$ cat src/rtl/hazard_unit.sv
// Hazard controller for the five-stage RISC-V pipeline: forwarding, load-use stall, branch flush, memory-wait freeze + watchdog.
// Optional performance counters are built when HAZARD_PERF_EN is defined.
module hazard_unit #(
  parameter int TIMEOUT = 64
) (
  input  logic        clk,
  input  logic        reset,
  input  logic [4:0]  Rs1D,
  input  logic [4:0]  Rs2D,
  input  logic [4:0]  Rs1E,
  input  logic [4:0]  Rs2E,
  input  logic [4:0]  RdE,
  input  logic        ResultSrcE0,
  input  logic        PCSrcE,
  input  logic [4:0]  RdM,
  input  logic [4:0]  RdW,
  input  logic        RegWriteM,
  input  logic        RegWriteW,
  input  logic        MemReqM,
  input  logic        MemReadyM,
  output logic [1:0]  ForwardAE,
  output logic [1:0]  ForwardBE,
  output logic        StallF,
  output logic        StallD,
  output logic        StallE,
  output logic        StallM,
  output logic        FlushD,
  output logic        FlushE,
  output logic        FlushW,
  output logic        MemTimeout,
  output logic [31:0] StallCycles,
  output logic [31:0] FlushCount,
  output logic [31:0] LoadUseCount
);

  typedef enum logic [1:0] {
    ST_RUN         = 2'd0,
    ST_WAIT        = 2'd1,
    ST_TIMEOUT_ERR = 2'd2
  } state_t;

  // The RUN cycle that enters WAIT already counts as one not-ready cycle,
  // so the trip point in WAIT is two below TIMEOUT.
  localparam logic [7:0] TRIP = 8'(TIMEOUT - 2);

  state_t     state;
  logic [7:0] wait_cnt;
  logic       lw_stall;
  logic       mem_wait;

  function automatic logic [1:0] fwd_sel(
    input logic [4:0] rs,
    input logic [4:0] rd_m,
    input logic       we_m,
    input logic [4:0] rd_w,
    input logic       we_w
  );
    if (we_m && (rd_m != 5'd0) && (rd_m == rs)) begin
      return 2'b10;
    end else if (we_w && (rd_w != 5'd0) && (rd_w == rs)) begin
      return 2'b01;
    end else begin
      return 2'b00;
    end
  endfunction

  assign lw_stall = ResultSrcE0 && (RdE != 5'd0) && ((RdE == Rs1D) || (RdE == Rs2D));
  assign mem_wait = (MemReqM && !MemReadyM) || (state == ST_TIMEOUT_ERR);

  always_comb begin
    ForwardAE = 2'b00;
    ForwardBE = 2'b00;
    StallF    = 1'b0;
    StallD    = 1'b0;
    StallE    = 1'b0;
    StallM    = 1'b0;
    FlushD    = 1'b0;
    FlushE    = 1'b0;
    FlushW    = 1'b0;
    if (reset) begin
      FlushD = 1'b1;
      FlushE = 1'b1;
      FlushW = 1'b1;
    end else if (mem_wait) begin
      // Freeze everything; a taken branch in Execute waits until the access completes.
      ForwardAE = fwd_sel(Rs1E, RdM, RegWriteM, RdW, RegWriteW);
      ForwardBE = fwd_sel(Rs2E, RdM, RegWriteM, RdW, RegWriteW);
      StallF    = 1'b1;
      StallD    = 1'b1;
      StallE    = 1'b1;
      StallM    = 1'b1;
      FlushW    = 1'b1;
    end else begin
      ForwardAE = fwd_sel(Rs1E, RdM, RegWriteM, RdW, RegWriteW);
      ForwardBE = fwd_sel(Rs2E, RdM, RegWriteM, RdW, RegWriteW);
      StallF    = lw_stall;
      StallD    = lw_stall;
      FlushD    = PCSrcE;
      FlushE    = lw_stall || PCSrcE;
    end
  end

  always_ff @(posedge clk) begin
    if (reset) begin
      state      <= ST_RUN;
      wait_cnt   <= 8'd0;
      MemTimeout <= 1'b0;
    end else begin
      case (state)
        ST_RUN: begin
          wait_cnt <= 8'd0;
          if (MemReqM && !MemReadyM) begin
            if (TIMEOUT == 1) begin
              state      <= ST_TIMEOUT_ERR;
              MemTimeout <= 1'b1;
            end else begin
              state <= ST_WAIT;
            end
          end
        end
        ST_WAIT: begin
          if (MemReadyM) begin
            state    <= ST_RUN;
            wait_cnt <= 8'd0;
          end else if (wait_cnt == TRIP) begin
            state      <= ST_TIMEOUT_ERR;
            MemTimeout <= 1'b1;
          end else begin
            wait_cnt <= wait_cnt + 8'd1;
          end
        end
        ST_TIMEOUT_ERR: begin
          MemTimeout <= 1'b1;
        end
        default: begin
          state      <= ST_RUN;
          wait_cnt   <= 8'd0;
          MemTimeout <= 1'b0;
        end
      endcase
    end
  end

`ifdef HAZARD_PERF_EN
  always_ff @(posedge clk) begin
    if (reset) begin
      StallCycles  <= 32'd0;
      FlushCount   <= 32'd0;
      LoadUseCount <= 32'd0;
    end else begin
      if (StallF) begin
        StallCycles <= StallCycles + 32'd1;
      end
      if (PCSrcE && !mem_wait) begin
        FlushCount <= FlushCount + 32'd1;
      end
      if (lw_stall && !mem_wait) begin
        LoadUseCount <= LoadUseCount + 32'd1;
      end
    end
  end
`else
  assign StallCycles  = 32'd0;
  assign FlushCount   = 32'd0;
  assign LoadUseCount = 32'd0;
`endif

endmodule

$ cat config.mk
export PLATFORM = sky130hd
export DESIGN_NAME = hazard_unit
export DESIGN_NICKNAME = d
export VERILOG_FILES = /design/src/rtl/hazard_unit.sv
export SDC_FILE = /design/constraint.sdc
export NUM_CORES = 1
export LEC_CHECK = 0
export BUFFER_PORTS_ARGS = -buffer_cell sky130_fd_sc_hd__buf_2
export CORE_UTILIZATION = 30
export DETAILED_ROUTE_END_ITERATION = 7
export PLACE_DENSITY = 0.76
export RECOVER_POWER = 50
export REMOVE_ABC_BUFFERS = 1
export SETUP_SLACK_MARGIN = 0.3
export SYNTH_ARGS = -nofsm -noshare
export SYNTH_HDL_FRONTEND = slang
export SYNTH_SLANG_ARGS = --single-unit
export TNS_END_PERCENT = 30
$ cat constraint.sdc
create_clock -name clk -period 3.5 [get_ports clk]
set_input_delay 0.175 -clock clk [delete_from_list [all_inputs] [get_ports clk]]
set_output_delay 0.175 -clock clk [all_outputs]
set_load 0.05 [all_outputs]
==> impl_metrics.prom <==
# TYPE chip_impl_metric gauge
chip_impl_metric{name="synthesis.area",unit="um2"} 1830
chip_impl_metric{name="post-dp-hpwl",unit="um"} 3010
chip_impl_metric{name="clockBufferDepth",unit=""} 2
chip_impl_info{name="tritoncts",value="yes"} 1
chip_impl_metric{name="final_critical_path_setup_slack",unit="ns"} 1.38
chip_impl_metric{name="clkPwrFrac",unit=""} 0.225
chip_impl_metric{name="p_switching",unit="uW"} 352
chip_impl_metric{name="fraction_of_the_core_area_covered_by_cells_at_the_end_of_the_flow",unit=""} 0.314
chip_impl_metric{name="fin_cells",unit=""} 364
chip_impl_metric{name="vias",unit=""} 1414
chip_impl_metric{name="synth_enable_flop_cells",unit=""} 0
chip_impl_metric{name="synth_cell_types",unit=""} 37
chip_impl_metric{name="async_flop_share",unit=""} 0
chip_impl_metric{name="maxCapViolations",unit=""} 0
chip_impl_metric{name="via_count_of_the_first_global_routing_pass",unit=""} 1148
chip_impl_metric{name="p_sw_frac",unit=""} 0.579
chip_impl_metric{name="ys_seq_area_frac",unit=""} 0.120
chip_impl_metric{name="post_drt_wl_per_cell",unit="um"} 9.68
chip_impl_metric{name="initialDrtViolationCount",unit=""} 49
chip_impl_info{name="final_common_cell",value="conb_1"} 1
chip_impl_metric{name="cts_resized",unit=""} 0
chip_impl_metric{name="clkLatencyLatePin",unit="ns"} 0.25
chip_impl_metric{name="detail_route.drc_violations",unit=""} 0
chip_impl_metric{name="placementRows",unit=""} 28
chip_impl_metric{name="ys_ff_latch",unit=""} 11
chip_impl_metric{name="io_buffer_count",unit=""} 54
chip_impl_metric{name="final-max-slew-violation-count",unit=""} 0
chip_impl_metric{name="pin_count_of_the_biggest_net_entering_global_routing",unit=""} 16
chip_impl_metric{name="floorplan.core_area",unit="um2"} 5890
chip_impl_info{name="cts.root.buffer_cell",value="clkbuf_8"} 1
chip_impl_metric{name="wire_length_of_the_first_global_routing_pass",unit="um"} 5250
chip_impl_metric{name="layout_worst_path_cycle_share",unit=""} 0.606
chip_impl_metric{name="grt_overflow",unit=""} 0
chip_impl_metric{name="final-setup-viol-count",unit=""} 0
chip_impl_metric{name="critical_path_required",unit="ns"} 3.32
chip_impl_info{name="crit_type",value="flip-flop to primary output"} 1
chip_impl_metric{name="groute.usage.overall",unit=""} 0.105
chip_impl_metric{name="dpl_worst_slack",unit="ns"} 1.57
chip_impl_metric{name="placed_cells_incl_taps",unit=""} 360
chip_impl_metric{name="io_pins",unit=""} 151
chip_impl_metric{name="dieArea",unit="um2"} 6410
chip_impl_metric{name="drive_gt1_frac",unit=""} 0.197
chip_impl_metric{name="postPlaceCellArea",unit="um2"} 1810
chip_impl_info{name="ys_dominant_reg_cell",value="dfxtp_1"} 1
chip_impl_metric{name="max-slew-margin-rel",unit=""} 0.599
chip_impl_metric{name="ant_diodes",unit=""} 0
chip_impl_metric{name="irDropWorstVdd",unit="V"} 0.000167
chip_impl_metric{name="drt-pass1-iter-count",unit=""} 4
chip_impl_metric{name="seq_power_share",unit=""} 0.210
chip_impl_metric{name="total_leakage_power",unit="nW"} 0.894
chip_impl_metric{name="die-width",unit="um"} 80.1
chip_impl_metric{name="power_report.internal_total",unit="uW"} 256
chip_impl_metric{name="hold-worst-slack",unit="ns"} 0.287
chip_impl_info{name="outcome",value="completed"} 1
chip_impl_metric{name="ctsHtreeMaxLevel",unit=""} 1
chip_impl_metric{name="cts.sinks",unit=""} 11
chip_impl_metric{name="critical_path_arrival",unit="ns"} 1.95
chip_impl_metric{name="synth.avg_cell_area",unit="um2"} 7.78
chip_impl_metric{name="synthesis_warning_total",unit=""} 0
chip_impl_info{name="timing.hold.worst.class",value="input port to flip-flop"} 1
chip_impl_metric{name="post-layout-total-power",unit="uW"} 608
chip_impl_metric{name="drt-vias-per-instance",unit=""} 3.88
chip_impl_metric{name="dieHeight",unit="um"} 80.1
chip_impl_metric{name="tritoncts.num_buffers",unit=""} 3
chip_impl_metric{name="ant_nets",unit=""} 0
chip_impl_metric{name="timing.clock.skew",unit="ns"} 0.00235
chip_impl_metric{name="antenna_violations_before_repair",unit=""} 0
chip_impl_metric{name="maximum_clock_rate",unit="MHz"} 471
chip_impl_metric{name="post_cts.repair.setup_buffers",unit=""} 0
chip_impl_metric{name="cts.reportedPaths.clkPinSlew",unit="ns"} 0.06
chip_impl_metric{name="initial_core_util",unit=""} 0.311
chip_impl_metric{name="worst_pin_slew",unit="ns"} 0.604
chip_impl_metric{name="post_synth_inst_count",unit=""} 235
chip_impl_metric{name="postRouteWirelength",unit="um"} 3520
chip_impl_info{name="cp-end-kind",value="primary output"} 1
chip_impl_metric{name="place.gp.congestion",unit=""} 0.800
chip_impl_metric{name="setup_total_negative_slack",unit="ns"} 0
chip_impl_metric{name="area_growth_syn_to_layout",unit="%"} 1.10
chip_impl_metric{name="finalInstanceArea",unit="um2"} 1850
chip_impl_metric{name="finish.net_count",unit=""} 338
chip_impl_metric{name="power.density",unit="nW/um2"} 329
chip_impl_metric{name="critPathMaxFanout",unit=""} 8
chip_impl_info{name="grt_setup_unrepaired",value="false"} 1
chip_impl_info{name="mostFrequentLayoutCells",value="conb_1, buf_2, xor2_1"} 1
chip_impl_info{name="timing.critical_path.from_type",value="flip-flop"} 1
chip_impl_metric{name="finalHoldViolCount",unit=""} 0
chip_impl_metric{name="finalCriticalPeriod",unit="ns"} 2.12
chip_impl_metric{name="cts-hold-fix-buffers",unit=""} 0
chip_impl_metric{name="power.share.combinational",unit=""} 0.564
[routing by layer]
metal,track usage,share of wire
met4,0.0429,0.014
met1,0.119,0.40
met2,0.196,0.52
met5,0,0
met3,0.0136,0.071
[state kept, by name, indices dropped and copies added, names as in the netlist]
| name | cells |
|---|---|
| wait_cnt | 8 |
| state | 2 |
| MemTimeout | 1 |
[cells by family after synthesis]
group                      count (synthesis)  share of synthesized area
DFF                                       11                      0.120
muxes                                      1                    0.00548
AOI/OAI and AO/OA                         27                     0.0992
adders and majority gates                  5                     0.0342
other                                      1                    0.00205
and+or+nand+nor                           50                      0.157
xor gates and xnor gates                  34                      0.163
buffers and inverters                    106                      0.419
[area by class of cell]
class / instances / area (um2)
multi-input cells: 213 / 1190
clock buffers: 4 / 45.0
well taps: 75 / 93.8
fillers: 650 / 4040
inverters: 7 / 26.3
flip-flops and latches: 11 / 220
repair buffers: 54 / 268
[synth_stat cells, types with 3 or more instances]
library cell | n | area [um2]
buf_4 | 98 | 736
xor2_1 | 20 | 175
xnor2_1 | 14 | 123
dfxtp_1 | 11 | 220
nor2_1 | 10 | 37.5
inv_1 | 7 | 26.3
nand2_1 | 7 | 26.3
a21oi_1 | 5 | 25.0
ha_1 | 5 | 62.6
nand2b_1 | 5 | 31.3
nor3_1 | 5 | 25.0
or4_1 | 5 | 37.5
o21ai_0 | 4 | 20.0
a211oi_1 | 3 | 22.5
nand3_1 | 3 | 15.0
nor2b_1 | 3 | 18.8
o31ai_1 | 3 | 22.5
or3_1 | 3 | 18.8
[power groups by stage]
| stage | Sequential (mW) | Clock [mW] | Combinational (mW) |
|---|---|---|---|
| after floorplan | 0.131 | 0 | 0.289 |
| after global placement | 0.131 | 0 | 0.340 |
| after detailed placement | 0.131 | 0 | 0.342 |
| after CTS | 0.128 | 0.139 | 0.343 |
| after global routing | 0.128 | 0.141 | 0.362 |
| final | 0.128 | 0.137 | 0.343 |
[worst max-delay path, cell delays in order, from the launching register on]
cell	delay [ns]
dfxtp_1	0.35
inv_1	0.07
ha_1	0.27
inv_1	0.18
a21o_1	0.19
inv_1	0.09
o31ai_1	0.24
buf_2	0.30
[final timing paths]
check / from / to / slack (ns) / depth (start not counted)
hold reg to reg: MemTimeout / MemTimeout / 0.48 / 2
setup reg to reg: wait_cnt[0] / MemTimeout / 1.74 / 6
hold / removal: reset / wait_cnt[0] / 0.29 / 2
setup / recovery: state[0] / FlushE / 1.38 / 7
(Power assumes the default switching activity.)
